<file path="src/rtl/sd_pkg.sv">
// Shared types and constants for the SD sector loader and its watchdog.
package sd_pkg;

  localparam int unsigned SECTOR_BYTES_DEFAULT = 512;

  typedef enum logic [2:0] {
    ST_IDLE,
    ST_CHECK,
    ST_ISSUE,
    ST_COLLECT,
    ST_ADVANCE,
    ST_FINISH,
    ST_FAIL
  } state_t;

  localparam logic [1:0] ERR_NONE     = 2'd0;
  localparam logic [1:0] ERR_NOINIT   = 2'd1;
  localparam logic [1:0] ERR_RETRY    = 2'd2;
  localparam logic [1:0] ERR_CAPACITY = 2'd3;

endpackage

</file>
<file path="src/rtl/sd_loader_watchdog.sv">
// Per-sector read watchdog: reloads on clear, counts down while enabled, flags expiry at zero.
module sd_loader_watchdog #(
  parameter int unsigned TIMEOUT_CYCLES = 2000000
) (
  input  logic clk,
  input  logic reset,
  input  logic clear,
  input  logic enable,
  output logic expired
);

  localparam int W = $clog2(TIMEOUT_CYCLES + 1);

  logic [W-1:0] count_reg;

  always_ff @(posedge clk or posedge reset) begin
    if (reset) begin
      count_reg <= W'(TIMEOUT_CYCLES);
    end else if (clear) begin
      count_reg <= W'(TIMEOUT_CYCLES);
    end else if (enable && (count_reg != '0)) begin
      count_reg <= count_reg - 1'b1;
    end
  end

  assign expired = (count_reg == '0);

endmodule

</file>
<file path="src/rtl/sd_sector_loader.sv">
// Multi-sector SD loader writing sector data into cartridge ROM with per-sector retry.
// Optional running byte checksum output enabled by defining SD_LOADER_CHECKSUM_EN.
module sd_sector_loader
  import sd_pkg::*;
#(
  parameter int          ADDR_W         = 17,
  parameter int unsigned SECTOR_BYTES   = SECTOR_BYTES_DEFAULT,
  parameter int unsigned MAX_RETRY      = 3,
  parameter int unsigned TIMEOUT_CYCLES = 2000000
) (
  input  logic              clk,
  input  logic              reset,
  input  logic              start,
  input  logic [31:0]       base_block,
  input  logic [15:0]       num_blocks,
  output logic              busy,
  output logic              done,
  output logic              error,
  output logic [1:0]        err_code,
  output logic [15:0]       blocks_loaded,
  input  logic              sd_init_done,
  output logic              sd_start_read,
  output logic [31:0]       sd_block_addr,
  input  logic [7:0]        sd_read_data,
  input  logic              sd_read_data_valid,
  input  logic              sd_read_done,
  input  logic              sd_error,
  output logic              mem_we,
  output logic [ADDR_W-1:0] mem_addr,
  output logic [7:0]        mem_wdata
`ifdef SD_LOADER_CHECKSUM_EN
  ,
  output logic [15:0]       checksum
`endif
);

  localparam int BCNT_W = $clog2(SECTOR_BYTES) + 1;

  state_t            state_reg;
  logic [31:0]       base_reg;
  logic [15:0]       num_reg;
  logic [ADDR_W-1:0] wr_addr_reg;
  logic [BCNT_W-1:0] byte_cnt_reg;
  logic              overrun_reg;
  logic [7:0]        retry_reg;
`ifdef SD_LOADER_CHECKSUM_EN
  logic [15:0]       checksum_saved_reg;
`endif

  logic              wd_expired;
  logic              byte_accept;
  logic [BCNT_W-1:0] byte_cnt_next;
  logic              overrun_next;
  logic              sector_ok;
  logic              sector_bad;
  logic [31:0]       cap_bytes;
  logic [31:0]       cap_limit;
  logic [ADDR_W-1:0] sector_base;
  logic [7:0]        retry_next;
  logic              last_block;

  sd_loader_watchdog #(
    .TIMEOUT_CYCLES(TIMEOUT_CYCLES)
  ) u_watchdog (
    .clk    (clk),
    .reset  (reset),
    .clear  (state_reg == ST_ISSUE),
    .enable (state_reg == ST_COLLECT),
    .expired(wd_expired)
  );

  // A byte arriving together with sd_read_done is counted before completion is judged.
  assign byte_accept   = sd_read_data_valid && (byte_cnt_reg < BCNT_W'(SECTOR_BYTES));
  assign byte_cnt_next = byte_cnt_reg + BCNT_W'(byte_accept);
  assign overrun_next  = overrun_reg | (sd_read_data_valid && !byte_accept);
  assign sector_ok     = sd_read_done && (byte_cnt_next == BCNT_W'(SECTOR_BYTES))
                         && !overrun_next && !sd_error;
  assign sector_bad    = sd_error || wd_expired || (sd_read_done && !sector_ok);

  assign cap_bytes   = 32'(num_reg) * 32'(SECTOR_BYTES);
  assign cap_limit   = 32'(1) << ADDR_W;
  assign sector_base = ADDR_W'(32'(blocks_loaded) * 32'(SECTOR_BYTES));
  assign retry_next  = retry_reg + 8'd1;
  assign last_block  = (blocks_loaded + 16'd1) == num_reg;

  always_ff @(posedge clk or posedge reset) begin
    if (reset) begin
      state_reg          <= ST_IDLE;
      base_reg           <= '0;
      num_reg            <= '0;
      wr_addr_reg        <= '0;
      byte_cnt_reg       <= '0;
      overrun_reg        <= 1'b0;
      retry_reg          <= '0;
      busy               <= 1'b0;
      done               <= 1'b0;
      error              <= 1'b0;
      err_code           <= ERR_NONE;
      blocks_loaded      <= '0;
      sd_start_read      <= 1'b0;
      sd_block_addr      <= '0;
      mem_we             <= 1'b0;
      mem_addr           <= '0;
      mem_wdata          <= '0;
`ifdef SD_LOADER_CHECKSUM_EN
      checksum           <= '0;
      checksum_saved_reg <= '0;
`endif
    end else begin
      done          <= 1'b0;
      error         <= 1'b0;
      sd_start_read <= 1'b0;
      mem_we        <= 1'b0;
      case (state_reg)
        ST_IDLE: begin
          if (start) begin
            base_reg      <= base_block;
            num_reg       <= num_blocks;
            blocks_loaded <= '0;
            err_code      <= ERR_NONE;
            wr_addr_reg   <= '0;
            retry_reg     <= '0;
            busy          <= 1'b1;
`ifdef SD_LOADER_CHECKSUM_EN
            checksum           <= '0;
            checksum_saved_reg <= '0;
`endif
            state_reg     <= ST_CHECK;
          end
        end
        ST_CHECK: begin
          if (!sd_init_done) begin
            err_code  <= ERR_NOINIT;
            error     <= 1'b1;
            busy      <= 1'b0;
            state_reg <= ST_FAIL;
          end else if (cap_bytes > cap_limit) begin
            err_code  <= ERR_CAPACITY;
            error     <= 1'b1;
            busy      <= 1'b0;
            state_reg <= ST_FAIL;
          end else if (num_reg == 16'd0) begin
            done      <= 1'b1;
            busy      <= 1'b0;
            state_reg <= ST_FINISH;
          end else begin
            state_reg <= ST_ISSUE;
          end
        end
        ST_ISSUE: begin
          sd_block_addr <= base_reg + 32'(blocks_loaded);
          sd_start_read <= 1'b1;
          byte_cnt_reg  <= '0;
          overrun_reg   <= 1'b0;
          state_reg     <= ST_COLLECT;
        end
        ST_COLLECT: begin
          if (byte_accept) begin
            mem_we      <= 1'b1;
            mem_addr    <= wr_addr_reg;
            mem_wdata   <= sd_read_data;
            wr_addr_reg <= wr_addr_reg + 1'b1;
`ifdef SD_LOADER_CHECKSUM_EN
            checksum    <= checksum + {8'd0, sd_read_data};
`endif
          end
          byte_cnt_reg <= byte_cnt_next;
          overrun_reg  <= overrun_next;
          if (sector_ok) begin
            state_reg <= ST_ADVANCE;
          end else if (sector_bad) begin
            // Rewind overrides the increment above so the retry rewrites the same sector.
            wr_addr_reg <= sector_base;
            retry_reg   <= retry_next;
`ifdef SD_LOADER_CHECKSUM_EN
            checksum    <= checksum_saved_reg;
`endif
            if (retry_next <= 8'(MAX_RETRY)) begin
              state_reg <= ST_ISSUE;
            end else begin
              err_code  <= ERR_RETRY;
              error     <= 1'b1;
              busy      <= 1'b0;
              state_reg <= ST_FAIL;
            end
          end
        end
        ST_ADVANCE: begin
          blocks_loaded <= blocks_loaded + 16'd1;
          retry_reg     <= '0;
`ifdef SD_LOADER_CHECKSUM_EN
          checksum_saved_reg <= checksum;
`endif
          if (last_block) begin
            done      <= 1'b1;
            busy      <= 1'b0;
            state_reg <= ST_FINISH;
          end else begin
            state_reg <= ST_ISSUE;
          end
        end
        ST_FINISH: state_reg <= ST_IDLE;
        ST_FAIL:   state_reg <= ST_IDLE;
        default:   state_reg <= ST_IDLE;
      endcase
    end
  end

endmodule

</file>
<file path="config.mk">
export PLATFORM = sky130hd
export DESIGN_NAME = sd_sector_loader
export DESIGN_NICKNAME = d
export VERILOG_FILES = /design/src/rtl/sd_pkg.sv /design/src/rtl/sd_loader_watchdog.sv /design/src/rtl/sd_sector_loader.sv
export SDC_FILE = /design/constraint.sdc
export NUM_CORES = 1
export LEC_CHECK = 0
export BUFFER_PORTS_ARGS = -buffer_cell sky130_fd_sc_hd__buf_2
export CAP_MARGIN = 20
export CORE_AREA = 5 5 117 230
export DETAILED_ROUTE_END_ITERATION = 6
export DIE_AREA = 0 0 122 235
export PLACE_DENSITY_LB_ADDON = 0.2
export RECOVER_POWER = 50
export SLEW_MARGIN = 10
export SYNTH_ARGS = -nofsm -noshare
export SYNTH_HDL_FRONTEND = slang
export SYNTH_SLANG_ARGS = --single-unit
</file>
<file path="constraint.sdc">
create_clock -name clk -period 5.6 [get_ports clk]
set_input_delay 0.56 -clock clk [delete_from_list [all_inputs] [get_ports clk]]
set_output_delay 0.56 -clock clk [all_outputs]
set_load 0.01 [all_outputs]
</file>
==> flow_summary.ini, run 1 <==
[outcome]
status = finished clean

[timing]
post-route-period-util_pct = 71.5
period_minus_slack_ns = 4.00
max_freq_mhz = 250
skew_ns = 0.00960
hold_violations = 0
worst_slew_pin_slew_ns = 1.36
drv_slew = 0
slew_headroom_pct = 9.08
rsz0062_at_grt = false
fin_setup_tns_ns = 0
setup_viol = 0

[clock_tree]
cts-root-buf = clkbuf_16
cts.sinks = 188
clockBufferDepth = 2
cts_hold_buf = 0
clock_latency_ns = 0.45
path_clk_slew_ns = 0.07
cts_buffers = 17
cts_tree = done
cts_max_level = 4
post_cts_resized = 0
cts_setup_buffers = 0

[placement]
dp_hpwl_um = 20000
globalplace.congestion = 0.832
io_buffers = 142

[synthesis]
yosysUniqueCellTypes = 67
async_reset_ff_share_pct = 100
synth-edff-count = 0
netlist_instances = 1089
syn_nets = 1176
syn-cell-area_sq_um = 9800
yosysWarningCount = 0
synthFlopType = dfrtp_1
seq_area_frac_synth_pct = 48.1
syn_area_per_cell_sq_um = 9.00
synth_seq_cells = 188

[grt]
grt_start_max_net_pins = 161
track_usage_pct = 19.6
grt_pass1_vias = 8314
grt.overflow.total = 0
grt_pass1_wl_um = 43900
antenna_found_initial = 0

[floorplanning]
die_y_um = 235
die-area_sq_um = 28700
num_rows = 82
initial_core_util_pct = 39.3
io_pins = 143
core_sq_um = 24900
die-width_um = 122

[routing]
via_count = 8191
wl_met1_um = 9850
top_layer = met4
dr.pass1.iters = 5
wl_per_cell_um = 17.5
via_per_inst = 5.24
route.met2.wl_um = 16000
wl_um = 27300
drt-initial-drc-count = 427
dr_wl_met3_um = 810
drcViolationCount = 0
antenna_left = 0

[setup_path]
r2r_start = byte_cnt_reg[9]$_DFFE_PP0P_
cp-end-kind = flop
worst-path-max-fanout = 18
ff2ff_path_depth = 13
start_kind = flop
required_ns = 5.93
crit_type = flop to flop
r2r_end = retry_reg[5]$_DFFE_PP0P_
arrival_ns = 4.34
r2r_setup_slack_ns = 1.60

[finish]
fin_nets = 1301
synthToLayoutAreaGrowth_pct = 16.9
diodes = 0
utilization_pct = 45.9
final.fill_count = 2498
drive_gt1_share_pct = 13.8

[worst_hold_path]
worstHoldStart = base_block[16]
whs_path_depth = 3
hp-class = input pin to flop
whs_endpoint = base_reg[16]$_DFFE_PP0P_

[flow_run]
drv_cap = 0

[power]
leakage_nw = 5.25
p_per_area_nw_per_um2 = 522
ir_drop_v = 0.000353
## cells in the mapped netlist, types with 17 or more instances
master / count / area (sq um)
o21ai_0: 106 / 531
xnor2_1: 36 / 315
clkbuf_1: 35 / 131
mux2_2: 27 / 304
nand3_1: 36 / 180
nor3_1: 21 / 105
ha_1: 23 / 288
a21oi_1: 42 / 210
and3_1: 17 / 106
nand2_1: 258 / 968
dfrtp_1: 181 / 4530
xor2_1: 47 / 412
nor2_1: 81 / 304
## report_power, final
group | leakage (nW) | internal [mW] | total [mW] | switching [mW]
clock | 0.332 | 0.868 | 1.42 | 0.549
combinational | 2.48 | 0.873 | 2.22 | 1.34
sequential | 2.43 | 1.82 | 2.35 | 0.531
## critical path: stages, from the launching register on
cell	delay, ns
dfrtp_1	0.46
nand2b_1	0.21
inv_1	0.12
ha_1	0.22
ha_1	0.29
or4b_2	0.64
a2111oi_1	0.37
o2111a_1	0.28
a21oi_2	0.12
buf_4	0.27
nand2_1	0.32
and2_0	0.37
o21ai_0	0.15
o41ai_1	0.08
## worst max path at each step
stage                                      startpoint                     endpoint  slack, ns  cells past startpoint
after global placement             sd_read_data_valid     retry_reg[5]$_DFFE_PP0P_       1.56                     14
after CTS                 byte_cnt_reg[9]$_DFFE_PP0P_     retry_reg[5]$_DFFE_PP0P_       1.59                     13
after floorplan                    sd_read_data_valid  wr_addr_reg[15]$_DFFE_PP0P_       2.43                     12
final                     byte_cnt_reg[9]$_DFFE_PP0P_     retry_reg[5]$_DFFE_PP0P_       1.60                     13
after global routing      byte_cnt_reg[9]$_DFFE_PP0P_     retry_reg[7]$_DFFE_PP0P_       1.41                     13
after detailed placement           sd_read_data_valid     retry_reg[5]$_DFFE_PP0P_       1.43                     14
## routing by layer
layer	track usage, %	up-vias
met5	0	-
met4	6.83	0
met3	3.49	37
met2	38.8	154
met1	19.7	3991
li1	-	4009
## cell type report
cell class	count	area (sq um)	area share, %
Sequential cell	188	4710	41.1
Timing Repair Buffer	153	722	6.30
Clock inverter	12	231	2.02
Multi-Input combinational cell	838	4850	42.3
Tap cell	336	420	3.67
Clock buffer	20	457	3.99
Inverter	16	61.3	0.535
## cell usage in the layout, fill, tap and decap left out, types with 17 or more instances in the layout
cell type	n
xor2_1	47
o21ai_0	106
dfrtp_1	181
mux2_2	27
clkbuf_16	17
a21oi_1	42
buf_2	78
xnor2_1	36
ha_1	23
nand3_1	35
nand2_1	257
nor3_1	21
clkbuf_1	66
nor2_1	80
## cell families after synthesis
group / share of synthesized area [%]
buffers and inverters: 2.55
multiplexers: 3.51
adder cells (fa/ha/maj): 3.14
XOR/XNOR: 7.42
flip-flops: 48.1
AND/OR/NAND/NOR: 22.4
AO/OA/AOI/OAI: 12.9
## through the flow
| step | instances | setup WS (ns) | instance area (sq um) | total power, mW | hold WS, ns |
|---|---|---|---|---|---|
| finish | 1563 | 1.60 | 11500 | 5.98 | 0.303 |
| global route | 1563 | 1.41 | 11500 | 6.43 | 0.288 |
| global placement | 1531 | 1.56 | 10900 | 4.62 | 0.449 |
| floorplan | 1089 | 2.43 | 9810 | 3.82 | 0.439 |
| detailed placement | 1531 | 1.43 | 10900 | 4.67 | 0.452 |
| CTS | 1563 | 1.59 | 11500 | 6.11 | 0.195 |
(Power assumes the default switching activity.)
==> run 2: changes to the inputs <==
==> constraint.sdc (replaced) <==
create_clock -name clk -period 3.87 [get_ports clk]
set_input_delay 0.387 -clock clk [delete_from_list [all_inputs] [get_ports clk]]
set_output_delay 0.387 -clock clk [all_outputs]
set_load 0.01 [all_outputs]
==> run 2 against run 1 <==
  * The run now ends with capacitance limit, slew limit left
  * Register-to-register slack worse by 1.2 ns
  * Sequential power up 43%
  * Critical path depth shrank 1
  * Total power increased by 41%
  * Utilization decreased by 0.12 points
  * Non-clock buffer count increased by 8
  * Largest power group unchanged
  * Clock-buffer cell count increased by 3
==> flow_summary.ini, run 2 (synthesis gave the netlist of run 1 again) <==
[outcome]
status = complete, but fails checks
violations = capacitance limit, slew limit

[routing]
drcViolationCount = 0
antenna_left = 0
wl_per_cell_um = 17.4
wl_um = 27300
drt-initial-drc-count = 468
via_count = 8244
dr.pass1.iters = 4
via_per_inst = 5.25

[setup_path]
required_ns = 4.21
start_kind = flop
worst-path-max-fanout = 7
cp-end-kind = flop
arrival_ns = 3.86
crit_type = flop to flop

[floorplanning]
core_sq_um = 24900
initial_core_util_pct = 39.3
die-area_sq_um = 28700
io_pins = 143
die_y_um = 235
num_rows = 82
die-width_um = 122

[placement]
globalplace.congestion = 0.877
dp_hpwl_um = 20600
io_buffers = 142

[power]
p_per_area_nw_per_um2 = 739
ir_drop_v = 0.000447
leakage_nw = 5.32
power_mw = 8.45

[timing]
slew_headroom_pct = -26.7
post-route-period-util_pct = 91.0
fin_setup_tns_ns = 0
drv_slew = 111
worst_slew_pin_slew_ns = 1.90
setup_viol = 0
period_minus_slack_ns = 3.52
skew_ns = 0.00977
rsz0062_at_grt = false
max_freq_mhz = 284
hold_violations = 0

[clock_tree]
cts_max_level = 4
cts-root-buf = clkbuf_16
cts_tree = done
cts_buffers = 17
post_cts_resized = 0
clock_latency_ns = 0.45
cts_hold_buf = 0
cts.sinks = 188
path_clk_slew_ns = 0.07
cts_setup_buffers = 0
clockBufferDepth = 2

[finish]
diodes = 0
synthToLayoutAreaGrowth_pct = 16.6
final.fill_count = 2536
fin_nets = 1309
layout_common_cells = 257 x nand2_1, 181 x dfrtp_1, 106 x o21ai_0
drive_gt1_share_pct = 16.1
layout_commonest_cell = nand2_1

[grt]
grt_pass1_vias = 8322
grt_pass1_wl_um = 43600
antenna_found_initial = 0
grt_start_max_net_pins = 76
grt_util_met2_pct = 37.7
grt_use_met1_pct = 19.7
busiest_layer = met2
met3_usage_pct = 3.66
grt.overflow.total = 0
track_usage_pct = 19.5

[flow_run]
drv_cap = 2

[worst_hold_path]
hp-class = input pin to flop
==> run 2: cell count changes in the layout (fill, tap and decap cells not counted), sizes merged <==
cell,before,now
clkinv,3,5
clkbuf,85,66
bufinv,6,2
inv,17,16
buf,88,118
==> run 2: metal layers <==
metal / share of wire, % / vias up
met2: 58 / 157
met4: 3.2 / 0
met3: 3.6 / 45
met5: 0 / -
met1: 35 / 4011
li1: - / 4031
==> run 2: final timing paths <==
kind                       depth (start not counted)                                 start                                   end  slack (ns)
max                                               12           byte_cnt_reg[9]$_DFFE_PP0P_              retry_reg[5]$_DFFE_PP0P_        0.35
min                                                3                        base_block[14]              base_reg[14]$_DFFE_PP0P_        0.12
max reg2reg                                       12           byte_cnt_reg[9]$_DFFE_PP0P_              retry_reg[5]$_DFFE_PP0P_        0.35
min reg2reg                                        2  u_watchdog.count_reg[20]$_DFFE_PP1P_  u_watchdog.count_reg[20]$_DFFE_PP1P_        0.46
max in group asynchronous                          3                                 reset               num_reg[14]$_DFFE_PP0P_        1.15
min in group asynchronous                          2                                 reset         sd_block_addr[26]$_DFFE_PP0P_        0.25
==> run 2: final cells by class <==
cell class	instances	area, sq um	share of cell area [%]
multi-input cells	838	4850	42.4
flip-flops and latches	188	4710	41.3
repair buffers	161	795	6.95
clock buffers	23	478	4.18
well taps	336	420	3.68
clock inverters	9	109	0.953
inverters	16	61.3	0.537
==> run 2: metrics by stage <==
stage	instances	worst slack, ns	util, %	hold slack, ns	cell area (sq um)
floorplan	1089	0.804	-	0.439	9810
global placement	1539	0.435	43.8	0.446	10900
detailed placement	1539	0.321	43.8	0.455	10900
CTS	1571	0.334	46.1	0.0527	11500
global route	1571	0.0125	45.8	0.111	11400
finish	1571	0.350	45.8	0.125	11400
==> run 2: power breakdown <==
part	internal [mW]	switching [mW]
Sequential	2.63	0.734
Clock	1.01	0.765
Combinational	1.32	1.99
==> run 2: worst max-delay path, stage by stage, from the launching register on <==
cell and delay, ns:
dfrtp_1 0.44, nand2b_1 0.22, inv_1 0.12, ha_1 0.22
ha_1 0.29, or4b_2 0.64, a2111oi_1 0.36, o2111a_1 0.28
a21oi_2 0.11, nand2_1 0.18, and2_0 0.35, o21ai_0 0.14
o41ai_1 0.07
